$ cat src/rtl/serial_load_ctrl.sv
// Serial-to-parallel word assembler with optional even-parity check.
// Emits each good word on d_out with a one-cycle enb load pulse.
module serial_load_ctrl #(
   parameter int unsigned WIDTH     = 8,
   parameter int unsigned PARITY_EN = 1
) (
   input  logic             clk,
   input  logic             rst,
   input  logic             sin,
   input  logic             sin_vld,
   input  logic             frame,
   output logic [WIDTH-1:0] d_out,
   output logic             enb,
   output logic             par_err,
   output logic             busy
);

   localparam int unsigned   CntW    = $clog2(WIDTH) + 1;
   localparam logic [CntW-1:0] LastIdx = CntW'(WIDTH - 1);

   typedef enum logic [1:0] {StIdle, StShift, StParity} state_t;

   state_t           state;
   logic [CntW-1:0]  cnt;
   logic [WIDTH-1:0] shreg;
   logic [WIDTH-1:0] word;

   // Bits above cnt are always zero while assembling, so OR-in places the new bit.
   always_comb word = shreg | (WIDTH'(sin) << cnt);

   always_ff @(posedge clk or posedge rst) begin
      if (rst) begin
         state   <= StIdle;
         cnt     <= '0;
         shreg   <= '0;
         d_out   <= '0;
         enb     <= 1'b0;
         par_err <= 1'b0;
         busy    <= 1'b0;
      end else begin
         enb     <= 1'b0;
         par_err <= 1'b0;
         if (sin_vld) begin
            if (frame) begin
               // A framed bit always starts a fresh word, aborting any partial one.
               shreg <= WIDTH'(sin);
               cnt   <= CntW'(1);
               state <= StShift;
               busy  <= 1'b1;
            end else begin
               case (state)
                  StShift: begin
                     shreg <= word;
                     cnt   <= cnt + CntW'(1);
                     if (cnt == LastIdx) begin
                        if (PARITY_EN != 0) begin
                           state <= StParity;
                        end else begin
                           d_out <= word;
                           enb   <= 1'b1;
                           cnt   <= '0;
                           state <= StIdle;
                           busy  <= 1'b0;
                        end
                     end
                  end
                  StParity: begin
                     if ((^shreg) == sin) begin
                        d_out <= shreg;
                        enb   <= 1'b1;
                     end else begin
                        par_err <= 1'b1;
                     end
                     cnt   <= '0;
                     state <= StIdle;
                     busy  <= 1'b0;
                  end
                  default: ;
               endcase
            end
         end
      end
   end

endmodule

$ cat config.mk
export PLATFORM = sky130hd
export DESIGN_NAME = serial_load_ctrl
export DESIGN_NICKNAME = d
export VERILOG_FILES = /design/src/rtl/serial_load_ctrl.sv
export SDC_FILE = /design/constraint.sdc
export NUM_CORES = 1
export LEC_CHECK = 0
export BUFFER_PORTS_ARGS = -buffer_cell sky130_fd_sc_hd__buf_2
export CORE_UTILIZATION = 45
export DETAILED_ROUTE_END_ITERATION = 6
export PLACE_DENSITY_LB_ADDON = 0.25
export REMOVE_ABC_BUFFERS = 1
export SYNTH_ARGS = -nofsm -noshare
export SYNTH_HDL_FRONTEND = slang
export SYNTH_SLANG_ARGS = --single-unit
$ cat constraint.sdc
create_clock -name clk -period 5.4 [get_ports clk]
set_clock_uncertainty 0.1 [all_clocks]
set_input_delay 0.54 -clock clk [delete_from_list [all_inputs] [get_ports clk]]
set_output_delay 0.54 -clock clk [all_outputs]
set_load 0.05 [all_outputs]
; Yosys cells after proc, flatten, opt, wreduce, memory -nomap -nowiden
; Index checks and enable logic that the tools add are counted.
[word_totals]
register_bits = 25
output_inout_bits = 11
in_bits = 5
[classes]
muxes = 17
add_sub_neg = 1
n_shift = 1
n_bitwise = 2
reduce_logical = 9
eq_ne = 5
[op_table]
columns = operator, count
row1 = two-way mux 8 bit, 2
row2 = two-way mux 1 bit, 10
row3 = bitwise OR 8 bit, 1
row4 = case mux 4 bit (2 select lines), 1
row5 = XOR reduction 8 bit, 1
row6 = left shift 1 x 4 -> 8 bit, 1
row7 = AND reduction 2 bit, 3
row8 = "adder 4 x 1 -> 4 bit, second input constant", 1
row9 = "equality test 4 x 3 -> 1 bit, second input constant", 1
row10 = two-way mux 2 bit, 2
row11 = two-way mux 4 bit, 1
row12 = case mux 2 bit (2 select lines), 1
row13 = AND reduction 4 bit, 1
row14 = nonzero test 2 bit, 2
row15 = "inequality test 3 bit, second input constant", 1
row16 = AND reduction 3 bit, 1
row17 = nonzero test 3 bit, 1
row18 = "equality test 2 x 1 -> 1 bit, second input constant", 1
row19 = "equality test 2 bit, second input constant", 1
row20 = equality test 1 bit, 1
row21 = inverter 1 bit, 1

; Longest topological paths before layout
; Gate-level depths: netlist of run 1.
[logic_depth]
ltp_word = 6
mapped_depth = 5
ltp_nobuf = 5

; Worst setup path after synthesis of run 1
; No wires, ideal clock.
[synth_timing]
kind = register to register
from = register shreg[4]
to = register d_out[0]
setup_slack_ns = 3.455
path_buffers = 1
path_stages_with_launch = 6
arrival_time_ns = 1.720
setup_ns = 0.125
cell_sequence = dfrtp_1 -> xor2_1 -> xnor3_1 -> mux2_1 -> buf_6 -> mux2_4
[synth_between]
elab_chain_cells = 3
[synth_rtl]
columns = item, line
row1 = from (decl), 25  ; logic [WIDTH-1:0] shreg;
row2 = from (signal assigned), 46  ; shreg <= WIDTH'(sin);
row3 = from (signal assigned), 53  ; shreg <= word;
row4 = XOR reduction 8 bit, 68  ; if ((^shreg) == sin) begin
row5 = equality test 1 bit, 68
row6 = AND reduction 4 bit (no source line), -
row7 = to (signal assigned), 59  ; d_out <= word;
row8 = to (signal assigned), 69  ; d_out <= shreg;
row9 = to (decl), 12  ; output logic [WIDTH-1:0] d_out,
; Every way passes these cells.
; A chain may end at the register's enable or synchronous reset.

; Final worst setup path of run 1
[layout_timing]
from = register shreg[4]
to = register d_out[7]
; Same word-level chain as after synthesis.

==> reports/metrics.yaml, run 1 <==
status: "finished, final reports clean"
coreArea_mm2: 0.00257
synth_area_leaders: "dfrtp_1 50%, mux2_4 9.5%, o21a_1 3.6%"
fin_crit_sh: 0.410
io_buffers: 15
routed_wl_um: 2210
wl_per_cell_um: 14.4
crit_family: "multiplexers"
yosys.area.top_type: "dfrtp_1"
power.density_mw_per_mm2: 404
syn_inst: 112
fin_setup_tns_ns: 0
dp_hpwl_um: 1590
cts_tree: "yes"
vias: 861
drt_iter0_drc: 17
gp_congestion: 0.747
drc: 0
clockBufferDepth: 2
ant_nets: 0
clockRootBuffer: "clkbuf_4"
holdCritPathClass: "in -> async"
viasPerCell: 5.59
p_leak_nw: 0.653
path_max_fanout: 9
num_rows: 18
synthDistinctLibCells: 34
synthArstFlopShare: 1.00
vdd_ir_drop_max_v: 0.000283
numCtsBuffers: 3
syn_area_per_cell_um2: 11.2
worst_slew_margin_rel: 0.386
n_antenna_cell: 0
max_freq_mhz: 451
nNetsFinal: 131
clock_latency_ns: 0.33
grt_use_total: 0.179
die_w_um: 54.9
hold_viol_final: 0
path_cells: "xor2_1 > xnor3_1 > mux2_1 > mux2_4"
die_y_um: 54.9
period_minus_slack_ns: 2.22
syn_to_final_growth_pct: 8.65
slowest_delay_ns: 0.56
layout-drive-gt1-share: 0.218
drt_pass1_iterations: 5
layout_commonest_cell: "dfrtp_1"
start_util: 0.490
fin_hold_ws_ns: 0.285
synth_edf_count: 0
postCtsResizedCells: 0
netlist_area_mm2: 0.00126
ctsHoldBuffers: 0
cts_setup_buffers: 0
grt_pass1_vias: 821
setup.worst_path.class: "reg -> reg"
finalNonFillerCells: 154
grt_max_degree: 26
yosys_warnings: 0
yosysTopAreaCellShare: 0.497
drv_slew: 0
worstPathRequired_ns: 5.53
fin_ws_ns: 3.18
ios: 16
rsz0062_at_grt: "no"
pre_cts_ws_ns: 3.08
cap_viol_max_count: 0
cts.sinks: 25
seq_area_frac_synth: 0.497
cp-end-kind: "flop"
cts.htree.levels: 1
antenna_found_initial: 0
dp_cells: 150
ys.flop_type: "dfrtp_1"
worst_pin_slew_ns: 0.919
final_cell_mix: "25 x dfrtp_1, 15 x buf_2, 8 x nand2_1, 8 x mux2_4"
crit_arrival_ns: 2.35
grt_pass1_wl_um: 3720
overflow: 0
die-area_mm2: 0.00301
critPathLaunchType: "flop"
total_power_uw: 553
clk_pin_slew_ns: 0.14
crit_buf_inv: 0
finalSetupViolCount: 0
cp_slowest_cell: "mux2_1"
synth-seq-cells: 25
[layout make-up]
cell class / instances / area, um^2
Clock buffer: 3 / 22.5
Fill cell: 246 / 1200
Timing Repair Buffer: 15 / 75.1
Tap cell: 30 / 37.5
Clock inverter: 1 / 7.51
Inverter: 7 / 26.3
Multi-Input combinational cell: 73 / 573
Sequential cell: 25 / 626
[state kept, by name (all words and copies together), names as in the netlist]
name and flops:
cnt 4, state 2, shreg 8, d_out 8, busy 1, enb 1, par_err 1
[path summary, 6_finish.rpt]
path	startpoint	to	depth (start not counted)	slack, ns
worst min-delay path	rst	d_out[5]	2	0.28
max in group asynchronous	rst	cnt[3]	2	4.36
worst min register to register	d_out[7]	d_out[7]	1	0.42
worst max register to register	shreg[4]	d_out[7]	4	3.18
min in group clk	sin	shreg[0]	2	0.38
worst max-delay path	shreg[4]	d_out[7]	4	3.18
[where the power goes]
group / switching, mW / internal (mW)
clock: 0.0590 / 0.0284
combinational: 0.0965 / 0.0964
sequential: 0.0520 / 0.221
[cell usage after synthesis, drive strengths merged, types with 2 or more instances]
cell / n
a21oi: 7
clkbuf: 6
dfrtp: 25
inv: 7
mux2: 9
nand2: 8
nand3b: 2
nor3: 4
nor4: 5
o21a: 6
o21ai: 5
o22ai: 4
xnor2: 3
xnor3: 2
[metal layers]
| metal | vias up | wire (um) | track usage |
|---|---|---|---|
| li1 | 429 | - | - |
| met3 | 4 | 93 | 0.0583 |
| met2 | 20 | 1020 | 0.273 |
| met4 | 0 | 36 | 0.0812 |
| met5 | - | 0 | 0 |
| met1 | 408 | 1060 | 0.227 |
[cell families after synthesis]
family                   count (synthesis)  share of synthesized area
buffers and inverters                   14                     0.0477
flip-flops                              25                      0.497
multiplexers                             9                      0.104
AND/OR/NAND/NOR                         28                      0.128
XOR/XNOR                                 6                     0.0636
adder cells (fa/ha/maj)                  1                    0.00994
AO/OA/AOI/OAI                           29                      0.149
[through the flow]
stage                util  area [um^2]
CTS                 0.533         1370
global placement    0.521         1340
finish              0.533         1370
global route        0.533         1370
detailed placement  0.521         1340
floorplan               -         1220
No activity file was read; power rests on OpenSTA's default activity.
==> run 2: changes to the inputs <==
Clock period 5.4 ns to 2.19 ns, I/O delays scaled along.
==> run 2 against run 1 <==
Count of clock-buffer cells in the layout is the same. Cell area grew 3.5%. Routed wire length grew 5.8%. Final cell count grew 3.9%. Via count grew 4.8%. Combinational power grew to 2.8 times the previous value. Power grew to 2.5 times the previous value. Critical endpoint is now d_out[1]. Sequential power grew 140%.
==> reports/metrics.yaml, run 2 (synthesized netlist as in run 1, its figures left out) <==
grt_pass1_wl_um: 3840  # +3.3%
io_buffers: 15  # unchanged
nNetsFinal: 137  # +4.6%
max_freq_mhz: 485  # +7.5%
vdd_ir_drop_max_v: 0.000599  # +110%
cts_tree: "yes"
switching_share: 0.372  # -0.00309
hold_viol_final: 0  # unchanged
viasPerCell: 5.64  # +0.83%
clock_latency_ns: 0.33  # about the same
fin_setup_tns_ns: 0  # unchanged
crit_family: "multiplexers"
path_max_fanout: 9  # unchanged
antenna_found_initial: 0  # unchanged
drc: 0  # unchanged
cp-end-kind: "flop"
p_int_uw: 874  # +150%
dp_hpwl_um: 1690  # +6.6%
layout-drive-gt1-share: 0.254  # +0.0361
fin_crit_sh: 0.941  # +0.531
path_cells: "xnor3_1 > nor4b_1 > mux2_2 > mux2_4"
reg_top3: "d_out: 8 flops, shreg: 8 flops, cnt: 4 flops"
clockRootBuffer: "clkbuf_4"
slowest_delay_ns: 0.43  # -0.13 ns
crit_arrival_ns: 2.19  # -0.16 ns
crit_buf_inv: 0  # unchanged
cts.htree.levels: 1  # unchanged
die_y_um: 54.9  # unchanged
clockBufferDepth: 2  # unchanged
wl_per_cell_um: 14.6  # +1.9%
worst_slew_margin_rel: 0.725  # +0.339
routed_wl_um: 2340  # +5.8%
ant_nets: 0  # unchanged
p_switching_uw: 518  # +150%
clockPowerShare: 0.155  # -0.003
crit_start: "shreg[1]"
start_util: 0.490  # unchanged
grt_use_total: 0.186  # +0.00710
n_fill_cell: 234  # -4.9%
overflow: 0  # unchanged
gp_congestion: 0.776  # +3.9%
reg2reg_depth: 4  # unchanged
num_rows: 18  # unchanged
n_antenna_cell: 0  # unchanged
finalSetupViolCount: 0  # unchanged
ios: 16  # unchanged
rsz0062_at_grt: "no"
cp_slowest_cell: "dfrtp_1"
layout_commonest_cell: "dfrtp_1"
p_leak_nw: 0.681  # +4.2%
critPathLaunchType: "flop"
grt_pass1_vias: 830  # +1.1%
final_cell_mix: "25 x dfrtp_1, 15 x buf_2, 8 x nand2_1, 8 x mux2_4"
worstSetupEndpoint: "d_out[1]"
syn_to_final_growth_pct: 12.4
fin_ws_ns: 0.128  # -3.06 ns
vias: 902  # +4.8%
p_seq_frac: 0.463  # -0.030
drt_pass1_iterations: 4  # -1
power.density_mw_per_mm2: 984  # +140%
cap_viol_max_count: 0  # unchanged
die-area_mm2: 0.00301  # unchanged
setup.worst_path.class: "reg -> reg"
grt_max_degree: 26  # unchanged
drt_iter0_drc: 11  # -6
holdCritPathClass: "in -> reg"
period_minus_slack_ns: 2.06  # -0.154 ns
rrSetupSlack_ns: 0.13  # -3.06 ns
numCtsBuffers: 3  # unchanged
worstSetupPathDepth: 4  # unchanged
drv_slew: 0  # unchanged
status: "finished, final reports clean"
die_w_um: 54.9  # unchanged
worstReg2RegStart: "shreg[1]"
pwr-share-comb: 0.382  # +0.033
cts.sinks: 25  # unchanged
clk_pin_slew_ns: 0.14  # about the same
utilization: 0.551  # +0.0185
worstReg2RegEnd: "d_out[1]"
worst_pin_slew_ns: 0.407  # -0.513 ns
coreArea_mm2: 0.00257  # unchanged
worstPathRequired_ns: 2.32  # -3.21 ns
pre_cts_ws_ns: 0.0113  # -3.07 ns
==> run 2: what timing repair did <==
action                                 in CTS  in global routing
setup endpoints to repair                   8                  0
buffers inserted                            0                  0
gates resized for setup                     1                  0
hold buffers                                1                  0
endpoints found under the hold margin      25                  0
==> run 2: power by group through the flow <==
| stage | logic (mW) | clock network (mW) | registers, mW |
|---|---|---|---|
| after floorplan | 0.379 | 0 | 0.668 |
| after global placement | 0.517 | 0 | 0.647 |
| after detailed placement | 0.532 | 0 | 0.655 |
| after CTS | 0.538 | 0.226 | 0.644 |
| after global routing | 0.592 | 0.244 | 0.663 |
| final | 0.532 | 0.216 | 0.645 |
==> run 2: metal layers <==
metal,wire length [um],global-route usage
met5,0,0
met4,24,0.0513
met3,79,0.0583
met2,1130,0.297
met1,1100,0.240
==> run 2: area by class of cell <==
type                            count  area, um^2  share of cell area
Clock buffer                        3        22.5              0.0159
Clock inverter                      1        7.51             0.00531
Inverter                            7        26.3              0.0186
Multi-Input combinational cell     73         573               0.405
Sequential cell                    25         626               0.442
Tap cell                           30        37.5              0.0265
Timing Repair Buffer               21         123              0.0866
==> run 2: through the flow <==
stage	power (mW)	cell area, um^2	instances	hold WS [ns]
2_1_floorplan	1.05	1220	105	0.146
3_3_place_gp	1.16	1380	155	0.180
3_5_place_dp	1.19	1380	155	0.189
4_1_cts	1.41	1420	160	0.0638
5_1_grt	1.50	1420	160	0.0772
6_report	1.39	1420	160	0.0706
==> run 2: worst min-delay path by stage <==
stage          depth (start not counted)       end  slack [ns]  startpoint
2_1_floorplan                          1      busy        0.15         rst
3_3_place_gp                           3       enb        0.18         rst
3_5_place_dp                           3  d_out[4]        0.19         rst
4_1_cts                                2  shreg[0]        0.06         sin
5_1_grt                                2  shreg[0]        0.08         sin
6_report                               2  shreg[0]        0.07         sin
==> run 2: worst register-to-register path, stage by stage (launching register included) <==
cell     delay, ns
dfrtp_1       0.43
xnor3_1       0.43
nor4b_1       0.26
mux2_2        0.41
mux2_4        0.33
==> run 3: changes to the inputs <==
Settings changed: RECOVER_POWER set to 25.
==> run 3 against run 2 <==
Worst setup slack unchanged. Largest cell class unchanged. Sequential power about the same. First-iteration DRC count unchanged. Core utilization decreased by 0.15 points. Die area unchanged. Non-clock buffer count unchanged.
==> reports/metrics.yaml, run 3 (synthesized netlist as in run 1, its figures left out) <==
grt_pass1_wl_um: 3840  # unchanged
grt_max_degree: 26  # unchanged
layout_commonest_cell: "dfrtp_1"
grt_use_total: 0.186  # unchanged
p_int_uw: 873  # -0.10%
p_leak_nw: 0.677  # -0.53%
p_seq_frac: 0.463  # about the same
drt_pass1_iterations: 4  # unchanged
vdd_ir_drop_max_v: 0.000599  # about the same
io_buffers: 15  # unchanged
worst_slew_margin_rel: 0.104  # -0.621
drv_slew: 0  # unchanged
start_util: 0.490  # unchanged
gp_congestion: 0.776  # unchanged
pwr-share-comb: 0.382  # about the same
power.density_mw_per_mm2: 986  # +0.20%
worst_pin_slew_ns: 1.34  # +0.937 ns
syn_to_final_growth_pct: 12.1
nNetsFinal: 137  # unchanged
overflow: 0  # unchanged
die-area_mm2: 0.00301  # unchanged
clk_pin_slew_ns: 0.14  # about the same
cp_slowest_cell: "dfrtp_1"
cts_tree: "yes"
coreArea_mm2: 0.00257  # unchanged
fin_setup_tns_ns: 0  # unchanged
fin_crit_sh: 0.941  # unchanged
drt_iter0_drc: 11  # unchanged
dp_hpwl_um: 1690  # unchanged
vias: 902  # unchanged
clock_latency_ns: 0.33  # about the same
die_w_um: 54.9  # unchanged
slowest_delay_ns: 0.43  # about the same
max_freq_mhz: 485  # unchanged
total_power_mw: 1.39  # about the same
n_antenna_cell: 0  # unchanged
cts.sinks: 25  # unchanged
switching_share: 0.372  # about the same
critPathLaunchType: "flop"
ios: 16  # unchanged
p_switching_uw: 518  # about the same
cts_setup_buffers: 0  # unchanged
path_max_fanout: 9  # unchanged
hold_viol_final: 0  # unchanged
status: "finished, final reports clean"
num_rows: 18  # unchanged
clockPowerShare: 0.155  # about the same
die_y_um: 54.9  # unchanged
setup.worst_path.class: "reg -> reg"
numCtsBuffers: 3  # unchanged
period_minus_slack_ns: 2.06  # unchanged
finalSetupViolCount: 0  # unchanged
routed_wl_um: 2340  # about the same
wl_per_cell_um: 14.6  # about the same
worstPathRequired_ns: 2.32  # about the same
utilization: 0.550  # -0.00146
cap_viol_max_count: 0  # unchanged
holdCritPathClass: "in -> reg"
clockRootBuffer: "clkbuf_4"
ant_nets: 0  # unchanged
layout-drive-gt1-share: 0.246  # -0.00769
dp_cells: 155  # unchanged
final_cell_mix: "25 x dfrtp_1, 15 x buf_2, 8 x nand2_1, 8 x mux2_4"
cp-end-kind: "flop"
cts.htree.levels: 1  # unchanged
path_cells: "xnor3_1 > nor4b_1 > mux2_2 > mux2_4"
reg_top3: "d_out: 8 flops, shreg: 8 flops, cnt: 4 flops"
rsz0062_at_grt: "no"
grt_pass1_vias: 830  # unchanged
antenna_found_initial: 0  # unchanged
drc: 0  # unchanged
viasPerCell: 5.64  # unchanged
clockBufferDepth: 2  # unchanged
crit_arrival_ns: 2.19  # about the same
finalNonFillerCells: 160  # unchanged
-- run 3: changes by cell type in the layout (fill, tap and decap cells not counted) --
| cell | before | now |
|---|---|---|
| clkbuf_1 | 0 | 1 |
| buf_4 | 5 | 4 |
-- run 3: final timing paths --
kind / start / end / slack, ns / cells past startpoint
setup / recovery: shreg[1] / d_out[1] / 0.13 / 4
min in group asynchronous: rst / d_out[4] / 0.76 / 4
hold reg to reg: busy / busy / 0.42 / 2
max in group asynchronous: rst / cnt[1] / 0.44 / 4
setup reg to reg: shreg[1] / d_out[1] / 0.13 / 4
hold / removal: sin / shreg[0] / 0.07 / 2
-- run 3: cell type report --
type                            instances  area [um^2]
Tap cell                               30         37.5
Clock buffer                            3         22.5
Fill cell                             236         1160
Clock inverter                          1         7.51
Timing Repair Buffer                   21          119
Multi-Input combinational cell         73          573
Sequential cell                        25          626
Inverter                                7         26.3
-- run 3: per-stage QoR --
| step | hold slack [ns] | worst slack (ns) | cell area, um^2 |
|---|---|---|---|
| floorplan | 0.146 | 0.172 | 1220 |
| global placement | 0.180 | 0.0366 | 1380 |
| detailed placement | 0.189 | 0.0113 | 1380 |
| CTS | 0.0638 | 0.116 | 1420 |
| global route | 0.0772 | 0.0693 | 1410 |
| finish | 0.0706 | 0.128 | 1410 |
-- run 3: worst max-delay path: cells and delay by family, from the launching register on --
family	cells	cell delay, ns
and+or+nand+nor	1	0.26
DFF	1	0.43
xor gates and xnor gates	1	0.43
muxes	2	0.74
-- run 3: timing repair --
item	4_1_cts	5_1_grt
endpoints found under the setup margin	8	0
hold buffers	1	0
endpoints found under the hold margin	25	0
gates resized for setup	1	0
-- run 3: metal layers --
metal	vias to the layer above	routed length, um	track usage	share of wire
met5	-	0	0	0
met4	0	24	0.0513	0.010
met3	4	79	0.0583	0.034
met2	16	1130	0.297	0.48
met1	437	1100	0.240	0.47
li1	445	-	-	-
-- run 3: power groups by stage --
| stage | Sequential (mW) | Combinational, mW | Clock, mW |
|---|---|---|---|
| floorplan | 0.668 | 0.379 | 0 |
| global placement | 0.647 | 0.517 | 0 |
| CTS | 0.644 | 0.538 | 0.226 |
| detailed placement | 0.655 | 0.532 | 0 |
| finish | 0.645 | 0.531 | 0.216 |
| global route | 0.663 | 0.591 | 0.244 |
